===== config.mk =====
export PLATFORM = sky130hd
export DESIGN_NAME = rle_block_encoder_flat
export DESIGN_NICKNAME = d
export VERILOG_FILES = /design/src/rtl/rle_block_encoder_if.sv /design/src/rtl/rle_block_encoder.sv /design/src/flat_wrapper.sv
export SDC_FILE = /design/constraint.sdc
export NUM_CORES = 1
export LEC_CHECK = 0
export ABC_CLOCK_PERIOD_IN_PS = 2000
export BUFFER_PORTS_ARGS = -buffer_cell sky130_fd_sc_hd__buf_2
export CORE_ASPECT_RATIO = 1.5
export CORE_MARGIN = 3
export CORE_UTILIZATION = 50
export CTS_CLUSTER_SIZE = 20
export DETAILED_ROUTE_END_ITERATION = 12
export GPL_ROUTABILITY_DRIVEN = 0
export GPL_TIMING_DRIVEN = 1
export PLACE_DENSITY_LB_ADDON = 0.08
export SLEW_MARGIN = 40
export SYNTH_ARGS = -nofsm -noshare
export SYNTH_HDL_FRONTEND = slang
export SYNTH_SLANG_ARGS = --single-unit

===== constraint.sdc =====
create_clock -name clk -period 2 [get_ports clk]
set_input_delay 0.2 -clock clk [delete_from_list [all_inputs] [get_ports clk]]
set_output_delay 0.2 -clock clk [all_outputs]
set_load 0.01 [all_outputs]

===== src/rtl/rle_block_encoder_if.sv =====
// rle_block_encoder_if: coefficient stream in, (run, value) symbol stream out.
interface rle_block_encoder_if #(
  parameter int COEF_W = 8,
  parameter int RUN_W = 4
);
  logic s_valid;
  logic s_ready;
  logic [COEF_W-1:0] s_data;
  logic m_valid;
  logic m_ready;
  logic [RUN_W-1:0] m_run;
  logic [COEF_W-1:0] m_value;
  logic m_zrl;
  logic m_eob;
  logic m_last;
  modport slave (
    input s_valid, s_data, m_ready,
    output s_ready, m_valid, m_run, m_value, m_zrl, m_eob, m_last
  );
  modport master (
    output s_valid, s_data, m_ready,
    input s_ready, m_valid, m_run, m_value, m_zrl, m_eob, m_last
  );
endinterface


===== src/rtl/rle_block_encoder.sv =====
// rle_block_encoder: zero-run-length encoder emitting (run, value), ZRL and EOB symbols per block.
module rle_block_encoder #(
  parameter int COEF_W = 8,
  parameter int BLOCK_LEN = 64,
  parameter int MAX_RUN = 15,
  parameter int RUN_W = 4,
  parameter int CNT_W = 7
) (
  input logic clk,
  input logic rst,
  rle_block_encoder_if.slave io,
  output logic blk_done_o,
  output logic [CNT_W-1:0] blk_syms_o
);
  typedef enum logic [1:0] {ACCEPT, ZRL, EOB} state_e;
  state_e state_q, state_d;
  logic [CNT_W-1:0] pos_q, pos_d, zrun_q, zrun_d, nsym_q, nsym_d, tot_q, tot_d, blk_syms_q;
  logic [COEF_W-1:0] hold_q, hold_d, value_q, value_d;
  logic [RUN_W-1:0] run_q, run_d;
  logic hold_last_q, hold_last_d, valid_q, valid_d, zrl_q, zrl_d, eob_q, eob_d, last_q, last_d;
  logic done_q, load, load_ok, hs, last_pos, long_run, fin;
  assign load_ok = ~valid_q | io.m_ready;
  assign io.s_ready = ~rst & (state_q == ACCEPT) & load_ok;
  assign hs = io.s_valid & io.s_ready;
  assign last_pos = pos_q == CNT_W'(BLOCK_LEN - 1);
  assign long_run = zrun_q > CNT_W'(MAX_RUN);
  assign fin = valid_q & io.m_ready & last_q;
  assign io.m_valid = valid_q;
  assign io.m_run = run_q;
  assign io.m_value = value_q;
  assign io.m_zrl = zrl_q;
  assign io.m_eob = eob_q;
  assign io.m_last = last_q;
  assign blk_done_o = done_q;
  assign blk_syms_o = blk_syms_q;
  // The first ZRL of a long run goes out with the coefficient handshake, so each ZRL costs one stall.
  always_comb begin
    state_d = state_q;
    pos_d = pos_q;
    zrun_d = zrun_q;
    hold_d = hold_q;
    hold_last_d = hold_last_q;
    load = 1'b0;
    run_d = run_q;
    value_d = value_q;
    zrl_d = zrl_q;
    eob_d = eob_q;
    last_d = last_q;
    if (hs) begin
      pos_d = last_pos ? '0 : pos_q + CNT_W'(1);
      if (io.s_data == '0) begin
        zrun_d = last_pos ? '0 : zrun_q + CNT_W'(1);
        state_d = last_pos ? EOB : ACCEPT;
      end else begin
        load = 1'b1;
        run_d = long_run ? RUN_W'(MAX_RUN) : zrun_q[RUN_W-1:0];
        value_d = long_run ? '0 : io.s_data;
        {zrl_d, eob_d, last_d} = {long_run, 1'b0, ~long_run & last_pos};
        zrun_d = long_run ? zrun_q - CNT_W'(MAX_RUN + 1) : '0;
        hold_d = io.s_data;
        hold_last_d = last_pos;
        state_d = long_run ? ZRL : ACCEPT;
      end
    end else if (state_q == ZRL && load_ok) begin
      load = 1'b1;
      run_d = long_run ? RUN_W'(MAX_RUN) : zrun_q[RUN_W-1:0];
      value_d = long_run ? '0 : hold_q;
      {zrl_d, eob_d, last_d} = {long_run, 1'b0, ~long_run & hold_last_q};
      zrun_d = long_run ? zrun_q - CNT_W'(MAX_RUN + 1) : '0;
      state_d = long_run ? ZRL : ACCEPT;
    end else if (state_q == EOB && load_ok) begin
      load = 1'b1;
      run_d = '0;
      value_d = '0;
      {zrl_d, eob_d, last_d} = 3'b011;
      state_d = ACCEPT;
    end
    valid_d = load | (valid_q & ~io.m_ready);
    nsym_d = load ? (last_d ? '0 : nsym_q + CNT_W'(1)) : nsym_q;
    tot_d = (load & last_d) ? nsym_q + CNT_W'(1) : tot_q;
  end
  always_ff @(posedge clk) begin
    if (rst) begin
      state_q <= ACCEPT;
      pos_q <= '0;
      zrun_q <= '0;
      nsym_q <= '0;
      tot_q <= '0;
      hold_q <= '0;
      hold_last_q <= 1'b0;
      valid_q <= 1'b0;
      run_q <= '0;
      value_q <= '0;
      zrl_q <= 1'b0;
      eob_q <= 1'b0;
      last_q <= 1'b0;
      done_q <= 1'b0;
      blk_syms_q <= '0;
    end else begin
      state_q <= state_d;
      pos_q <= pos_d;
      zrun_q <= zrun_d;
      nsym_q <= nsym_d;
      tot_q <= tot_d;
      hold_q <= hold_d;
      hold_last_q <= hold_last_d;
      valid_q <= valid_d;
      run_q <= run_d;
      value_q <= value_d;
      zrl_q <= zrl_d;
      eob_q <= eob_d;
      last_q <= last_d;
      done_q <= fin;
      if (fin) blk_syms_q <= tot_q;
    end
  end
endmodule


===== src/flat_wrapper.sv =====
// flat-port wrapper written by rule: the top's interface ports become plain ports
module rle_block_encoder_flat 
#(
  parameter int COEF_W = 8,
  parameter int BLOCK_LEN = 64,
  parameter int MAX_RUN = 15,
  parameter int RUN_W = 4,
  parameter int CNT_W = 7
)
  (clk, rst, blk_done_o, blk_syms_o, io_s_valid, io_s_data, io_m_ready, io_s_ready, io_m_valid, io_m_run, io_m_value, io_m_zrl, io_m_eob, io_m_last);
  rle_block_encoder_if #(.COEF_W(COEF_W), .RUN_W(RUN_W)) io_i ();
  input logic clk;
  input logic rst;
  output logic blk_done_o;
  output logic [CNT_W-1:0] blk_syms_o;
  input wire logic [$bits(io_i.s_valid)-1:0] io_s_valid;
  input wire logic [$bits(io_i.s_data)-1:0] io_s_data;
  input wire logic [$bits(io_i.m_ready)-1:0] io_m_ready;
  output wire logic [$bits(io_i.s_ready)-1:0] io_s_ready;
  output wire logic [$bits(io_i.m_valid)-1:0] io_m_valid;
  output wire logic [$bits(io_i.m_run)-1:0] io_m_run;
  output wire logic [$bits(io_i.m_value)-1:0] io_m_value;
  output wire logic [$bits(io_i.m_zrl)-1:0] io_m_zrl;
  output wire logic [$bits(io_i.m_eob)-1:0] io_m_eob;
  output wire logic [$bits(io_i.m_last)-1:0] io_m_last;
  assign io_i.s_valid = io_s_valid;
  assign io_i.s_data = io_s_data;
  assign io_i.m_ready = io_m_ready;
  assign io_s_ready = io_i.s_ready;
  assign io_m_valid = io_i.m_valid;
  assign io_m_run = io_i.m_run;
  assign io_m_value = io_i.m_value;
  assign io_m_zrl = io_i.m_zrl;
  assign io_m_eob = io_i.m_eob;
  assign io_m_last = io_i.m_last;
  rle_block_encoder #(.COEF_W(COEF_W), .BLOCK_LEN(BLOCK_LEN), .MAX_RUN(MAX_RUN), .RUN_W(RUN_W), .CNT_W(CNT_W)) u_core (.clk(clk), .rst(rst), .io(io_i), .blk_done_o(blk_done_o), .blk_syms_o(blk_syms_o));
endmodule

After elaboration in Yosys (flattened, before gate mapping)
Cells that the tools add are included.
{ "classes": {"add_sub_neg": 4, "multipliers": 0, "n_div": 0, "order_cmp": 1, "n_eq_ne": 4, "n_shift": 0, "n_mux": 40, "bitwise": 16, "reduce_logical": 8} }
{ "op_table": {"columns": ["op", "count"], "rows": [
  ["2-to-1 mux 7 bit", 7],
  ["2-to-1 mux 8 bit", 6],
  ["adder 7 x 1 -> 7 bit (second input constant)", 3],
  ["2-to-1 mux 4 bit", 5],
  ["2-to-1 mux 1 bit", 17],
  ["2-to-1 mux 2 bit", 5],
  ["AND 1 bit", 9],
  ["logical NOT 8 bit", 1],
  ["equality test 7 x 6 -> 1 bit (second input constant)", 1],
  ["> comparator 7 x 4 -> 1 bit (second input constant)", 1],
  ["subtractor 7 x 5 -> 7 bit (second input constant)", 1],
  ["inverter 1 bit", 5],
  ["AND reduction 2 bit", 2],
  ["nonzero test 3 bit", 1],
  ["equality test 2 x 1 -> 1 bit (second input constant)", 1],
  ["equality test 2 bit (second input constant)", 1],
  ["logical AND 1 bit", 2],
  ["logical NOT 2 bit", 1],
  ["!= test 2 bit (second input constant)", 1],
  ["bitwise OR 1 bit", 2],
  ["nonzero test 2 bit", 1]
]} }
{ "word_totals": {"ff_bits": 63, "latchBits": 0, "ram_bits": 0, "mem_bits_ro": 0, "input_bits": 12, "output_inout_bits": 25, "elab_cells": 88, "n_memories": 0} }

Logic depth before layout (Yosys ltp)
{ "logic_depth": {"word_depth": 7, "ltp_mapped": 10, "mapped_depth_nobuf": 7} }

Least setup slack after synthesis
No wires, ideal clock.
{ "synth_path": {"path_type": "reg-to-reg", "from": "reg u_core.zrun_q[0]", "to": "reg u_core.zrun_q[3]", "setup_time_ns": 0.087, "arrival_ns": 1.749, "required_time_ns": 1.913, "slack_ns": 0.164, "stages_incl_launch_ff": 8, "path_buffers": 0, "synth_period_minus_slack_ns": 1.836, "path_cell_list": "dfxtp_1 ha_1 and3_1 a32oi_2 o21ai_1 a21oi_1 o21ai_0 o31ai_1"} }
{ "synth_via": {"elab_chain_cells": 4, "elab_cells_between_ends": 8, "cone_classes": "add/sub (2); order compare (1); mux (5)"} }
{ "synth_lines": {"columns": ["item", "line", "source"], "rows": [
  ["from (decl)", "rle_block_encoder.sv:17", "logic [CNT_W-1:0] pos_q, pos_d, zrun_q, zrun_d, nsym_q, nsym_d, tot_q, tot_d, blk_syms_q;"],
  ["from (signal assigned)", "rle_block_encoder.sv:102", "zrun_q <= zrun_d;"],
  ["subtractor 7 x 5 -> 7 bit, or another cell as far along", "rle_block_encoder.sv:59, rle_block_encoder.sv:69", null],
  ["2-to-1 mux 7 bit, on equally long branches", "rle_block_encoder.sv:59, rle_block_encoder.sv:69, rle_block_encoder.sv:52", null],
  ["2-to-1 mux 7 bit, on equally long branches", "rle_block_encoder.sv:64, rle_block_encoder.sv:51", null],
  ["2-to-1 mux 7 bit (*)", "rle_block_encoder.sv:49", "if (hs) begin"]
]} }
Mark *: on every way between the ends. The rest lies on a longest branch, timed or not. The select of a mux whose other input is x is not followed.
A chain may end at the register's enable or synchronous reset.

Worst setup path in the final report
{ "layout_path": {"from": "reg u_core.zrun_q[1]", "to": "reg u_core.tot_q[0]"} }
{ "layout_via": {"elab_chain_cells": 6, "elab_cells_between_ends": 8, "cone_classes": "order compare (1); mux (3); bitwise (4)"} }
{ "layout_lines": {"columns": ["item", "line", "source"], "rows": [
  ["> comparator 7 x 4 -> 1 bit (*)", "rle_block_encoder.sv:26", "assign long_run = zrun_q > CNT_W'(MAX_RUN);"],
  ["inverter 1 bit (*)", "rle_block_encoder.sv:58, rle_block_encoder.sv:68", null],
  ["AND 1 bit, on equally long branches", "rle_block_encoder.sv:68, rle_block_encoder.sv:58", null],
  ["2-to-1 mux 1 bit, on equally long branches", "rle_block_encoder.sv:64, rle_block_encoder.sv:51", null],
  ["2-to-1 mux 1 bit (*)", "rle_block_encoder.sv:49", null],
  ["AND 1 bit (*)", "rle_block_encoder.sv:80", "tot_d = (load & last_d) ? nsym_q + CNT_W'(1) : tot_q;"],
  ["to (signal assigned)", "rle_block_encoder.sv:104", "tot_q <= tot_d;"],
  ["to (decl)", "rle_block_encoder.sv:17", null]
]} }
Mark *: on every way between the ends. The rest lies on a longest branch, timed or not.

==> summary.md <==
| Metric | Value |
|---|---|
| Status | `finished clean` |
| Hold Crit Class | `primary input to flip-flop` |
| Tcrit/Tclk final | `0.9423` |
| Layout cells sized above 1 | `0.2435` |
| Clk sinks | `63` |
| Final Critical Period | `1.885 ns` |
| Asr flop ratio synth | `0` |
| Yosys warns | `0` |
| CP max FO | `12` |
| PortBufs | `36` |
| Synth Instances | `332` |
| CP Cell Sequence | `ha_1 -> and3_1 -> a32oi_2 -> buf_4 -> a211oi_4 -> buf_12 -> mux2i_1 -> nor2_1` |
| Vias in the first global route | `2274` |
| Die ar. | `6507 µm²` |
| Setup tns final | `0 ns` |
| CTS tree | `done` |
| Pwr/cell area | `882.3 nW/µm²` |
| Root Buffer | `clkbuf_8` |
| Placement Cell Area | `3109 µm²` |
| Total Wirelength | `6.016 mm` |
| Post-DP HPWL | `4.255 mm` |
| Final setup vio count | `0` |
| Nets | `399` |
| Tot GR Track Use | `0.2031` |
| Most frequent cells in the layout | `63 x dfxtp_1, 49 x nand2_1, 49 x nor2_1` |
| ANT cells | `0` |
| Mapped cell area | `2779 µm²` |
| FF+latch area | `1261 µm²` |
| P_leak | `1.391 nW` |
| DR pass1 iterations | `4` |
| Number of DRC markers in iteration 0 | `106` |
| Synth Register Bits | `63` |
| Hold Fails Final Rpt | `0` |
| Num CTS Buffers | `9` |
| First-pass GRT wire length | `10.38 mm` |
| Worst reg2reg path depth | `8` |
| Post CTS Setup Buffer Count | `0` |
| Clk Latency, worst-skew pair | `0.34 ns` |
| Mapped Avg Cell Area | `8.370 µm²` |
| Critical path type | `flip-flop to flip-flop` |
| Peak supply drop | `0.7710 mV` |
| Synth area leaders | `dfxtp_1 45%, a21oi_1 7.9%, nor2_1 6.8%, nand2_1 6.6%, mux2i_1 3.2%` |
| Initial antenna violation count | `0` |
| Worst setup margin | `0.1155 ns` |
| Clk slew on worst S/H paths | `0.07 ns` |
| Design area | `3358 µm²` |
| Max-slew violations | `0` |
| I/O Pins | `37` |
| Initial Utilization | `0.5298` |
| Die Span Y | `97.31 µm` |
| Top layer in use | `met4` |
| Post-synth top flop | `dfxtp_1` |
| H-tree levels | `3` |
| Synth top area share | `0.4538` |
| Skew final | `0.008270 ns` |
| Fmax achieved | `0.5306 GHz` |
| Syn-to-layout area delta | `20.85%` |
| Largest net degree at the start of global routing | `52` |
| Row cnt | `32` |
| Met3 wire length | `250 µm` |
| Most common cell after layout, fill and taps aside | `dfxtp_1` |
| Top cell family by delay on the critical path | `compound AO/OA/AOI/OAI gates` |
| Syn_nets | `350` |
| Fin util | `0.6403` |
| Hold Path Depth | `3` |
| CP endpoint kind | `flip-flop` |
| Slowest cell on crit path | `dfxtp_1` |
| Grt ovf | `0` |
| Post-CTS Resized | `0` |
| Number of library cell types mapped by synthesis | `48` |
| DIE WIDTH | `66.87 µm` |
| Post-synth EDFFs | `0` |
| Levels on crit path | `8` |
| Clk buf depth | `2` |
| Setup crit start kind | `flip-flop` |
| Worst endpoint required time | `2.21 ns` |
| Core footprint | `5245 µm²` |
| Max cap viols | `0` |
| Wire length on met2 | `3.046 mm` |
| Pre-CTS setup slack | `0.08065 ns` |
| # hold bufs at CTS | `0` |
| Routed len/inst | `13.25 µm` |
| Area of the multi-input gates | `1420 µm²` |
| Register area share after synthesis | `0.4538` |
| Fillcell total | `486` |
| RSZ-0062 raised after global routing | `false` |
| Slew Limit Headroom | `0.6204` |
| Via count | `2389` |
| CP bufs+invs | `2` |
| Worst-margin pin slew | `0.5663 ns` |
| Worst hold slack | `0.1376 ns` |
| Yosys top cell by area | `dfxtp_1` |
| CP max stage delay | `0.34 ns` |
| Vias per cell | `5.262` |
| Worst path arrival time | `2.10 ns` |
| Antenna-violating nets left | `0` |
| DRC | `0` |
| Metal-1 WL | `2.620 mm` |
==> cell families (layout without fill, tap and decap cells) <==
| logic type | count (synthesis) | count (layout) | synth area share |
|---|---|---|---|
| simple gates | 140 | 140 | 0.2287 |
| buf+inv | 25 | 79 | 0.04683 |
| flops | 63 | 63 | 0.4538 |
| xor+xnor | 5 | 5 | 0.01576 |
| mux | 9 | 9 | 0.03242 |
| fa+ha+maj | 6 | 6 | 0.02701 |
| compound gates | 84 | 84 | 0.1954 |
==> Yosys cell counts, drive strengths merged, types with 2 or more instances <==
library cell / count
xor2: 2
inv: 10
a22oi: 2
or3: 4
mux2i: 9
buf: 7
and3: 3
xnor2: 3
nand3: 6
a21o: 2
nor2: 55
nor3: 7
nor2b: 4
a21oi: 44
a311oi: 2
o211ai: 2
o21ai: 16
a32oi: 2
ha: 6
nand2: 49
and2: 5
a211oi: 6
nor4: 2
nand4: 2
dfxtp: 63
clkbuf: 8
==> through the flow <==
| step | power, mW | std cells |
|---|---|---|
| floorplan | 1.655 | 332 |
| global placement | 1.772 | 438 |
| detailed placement | 1.778 | 438 |
| CTS | 2.985 | 454 |
| global route | 3.102 | 454 |
| finish | 2.963 | 454 |
==> sequential cells by signal, summed over array words and instances, names as in the netlist, 2 cells and up <==
register and flops:
u_core.hold_q 8, u_core.io.m_value 8, u_core.blk_syms_o 7, u_core.nsym_q 7
u_core.pos_q 7, u_core.tot_q 7, u_core.zrun_q 7, u_core.io.m_run 4
u_core.state_q 2
==> power breakdown <==
group	leakage, nW	switching, mW	internal, mW
Sequential	0.511	0.0433	1.31
Clock	0.105	0.504	0.702
Combinational	0.774	0.231	0.170
==> path summary, 6_finish.rpt <==
path,startpoint,endpoint,slack (ns)
max,u_core.zrun_q[1]$_SDFFE_PP0N_,u_core.tot_q[0]$_SDFFE_PP0P_,0.12
min,io_s_data[7],u_core.hold_q[7]$_SDFFE_PP0P_,0.14
max reg2reg,u_core.zrun_q[1]$_SDFFE_PP0N_,u_core.tot_q[0]$_SDFFE_PP0P_,0.12
min reg2reg,u_core.pos_q[6]$_SDFFE_PP0P_,u_core.pos_q[6]$_SDFFE_PP0P_,0.44
==> worst reg2reg max path: stages, from the launching register on <==
cell and delay [ns]:
dfxtp_1 0.34, ha_1 0.19, and3_1 0.25, a32oi_2 0.14
buf_4 0.20, a211oi_4 0.24, buf_12 0.18, mux2i_1 0.18
nor2_1 0.05
==> per-layer routing <==
metal / track usage / vias up
li1: - / 1239
met1: 0.2436 / 1095
met2: 0.3394 / 47
met3: 0.05556 / 8
met4: 0.07188 / 0
met5: 0 / -
==> layout make-up <==
cell class | instances | share of cell area
tap | 68 | 0.02534
multi-input combinational | 244 | 0.4229
clock buffer | 9 | 0.03689
timing repair buffer | 53 | 0.09911
clock inverter | 7 | 0.02906
inverter | 10 | 0.01118
sequential | 63 | 0.3756
No activity file was read; power rests on OpenSTA's default activity.
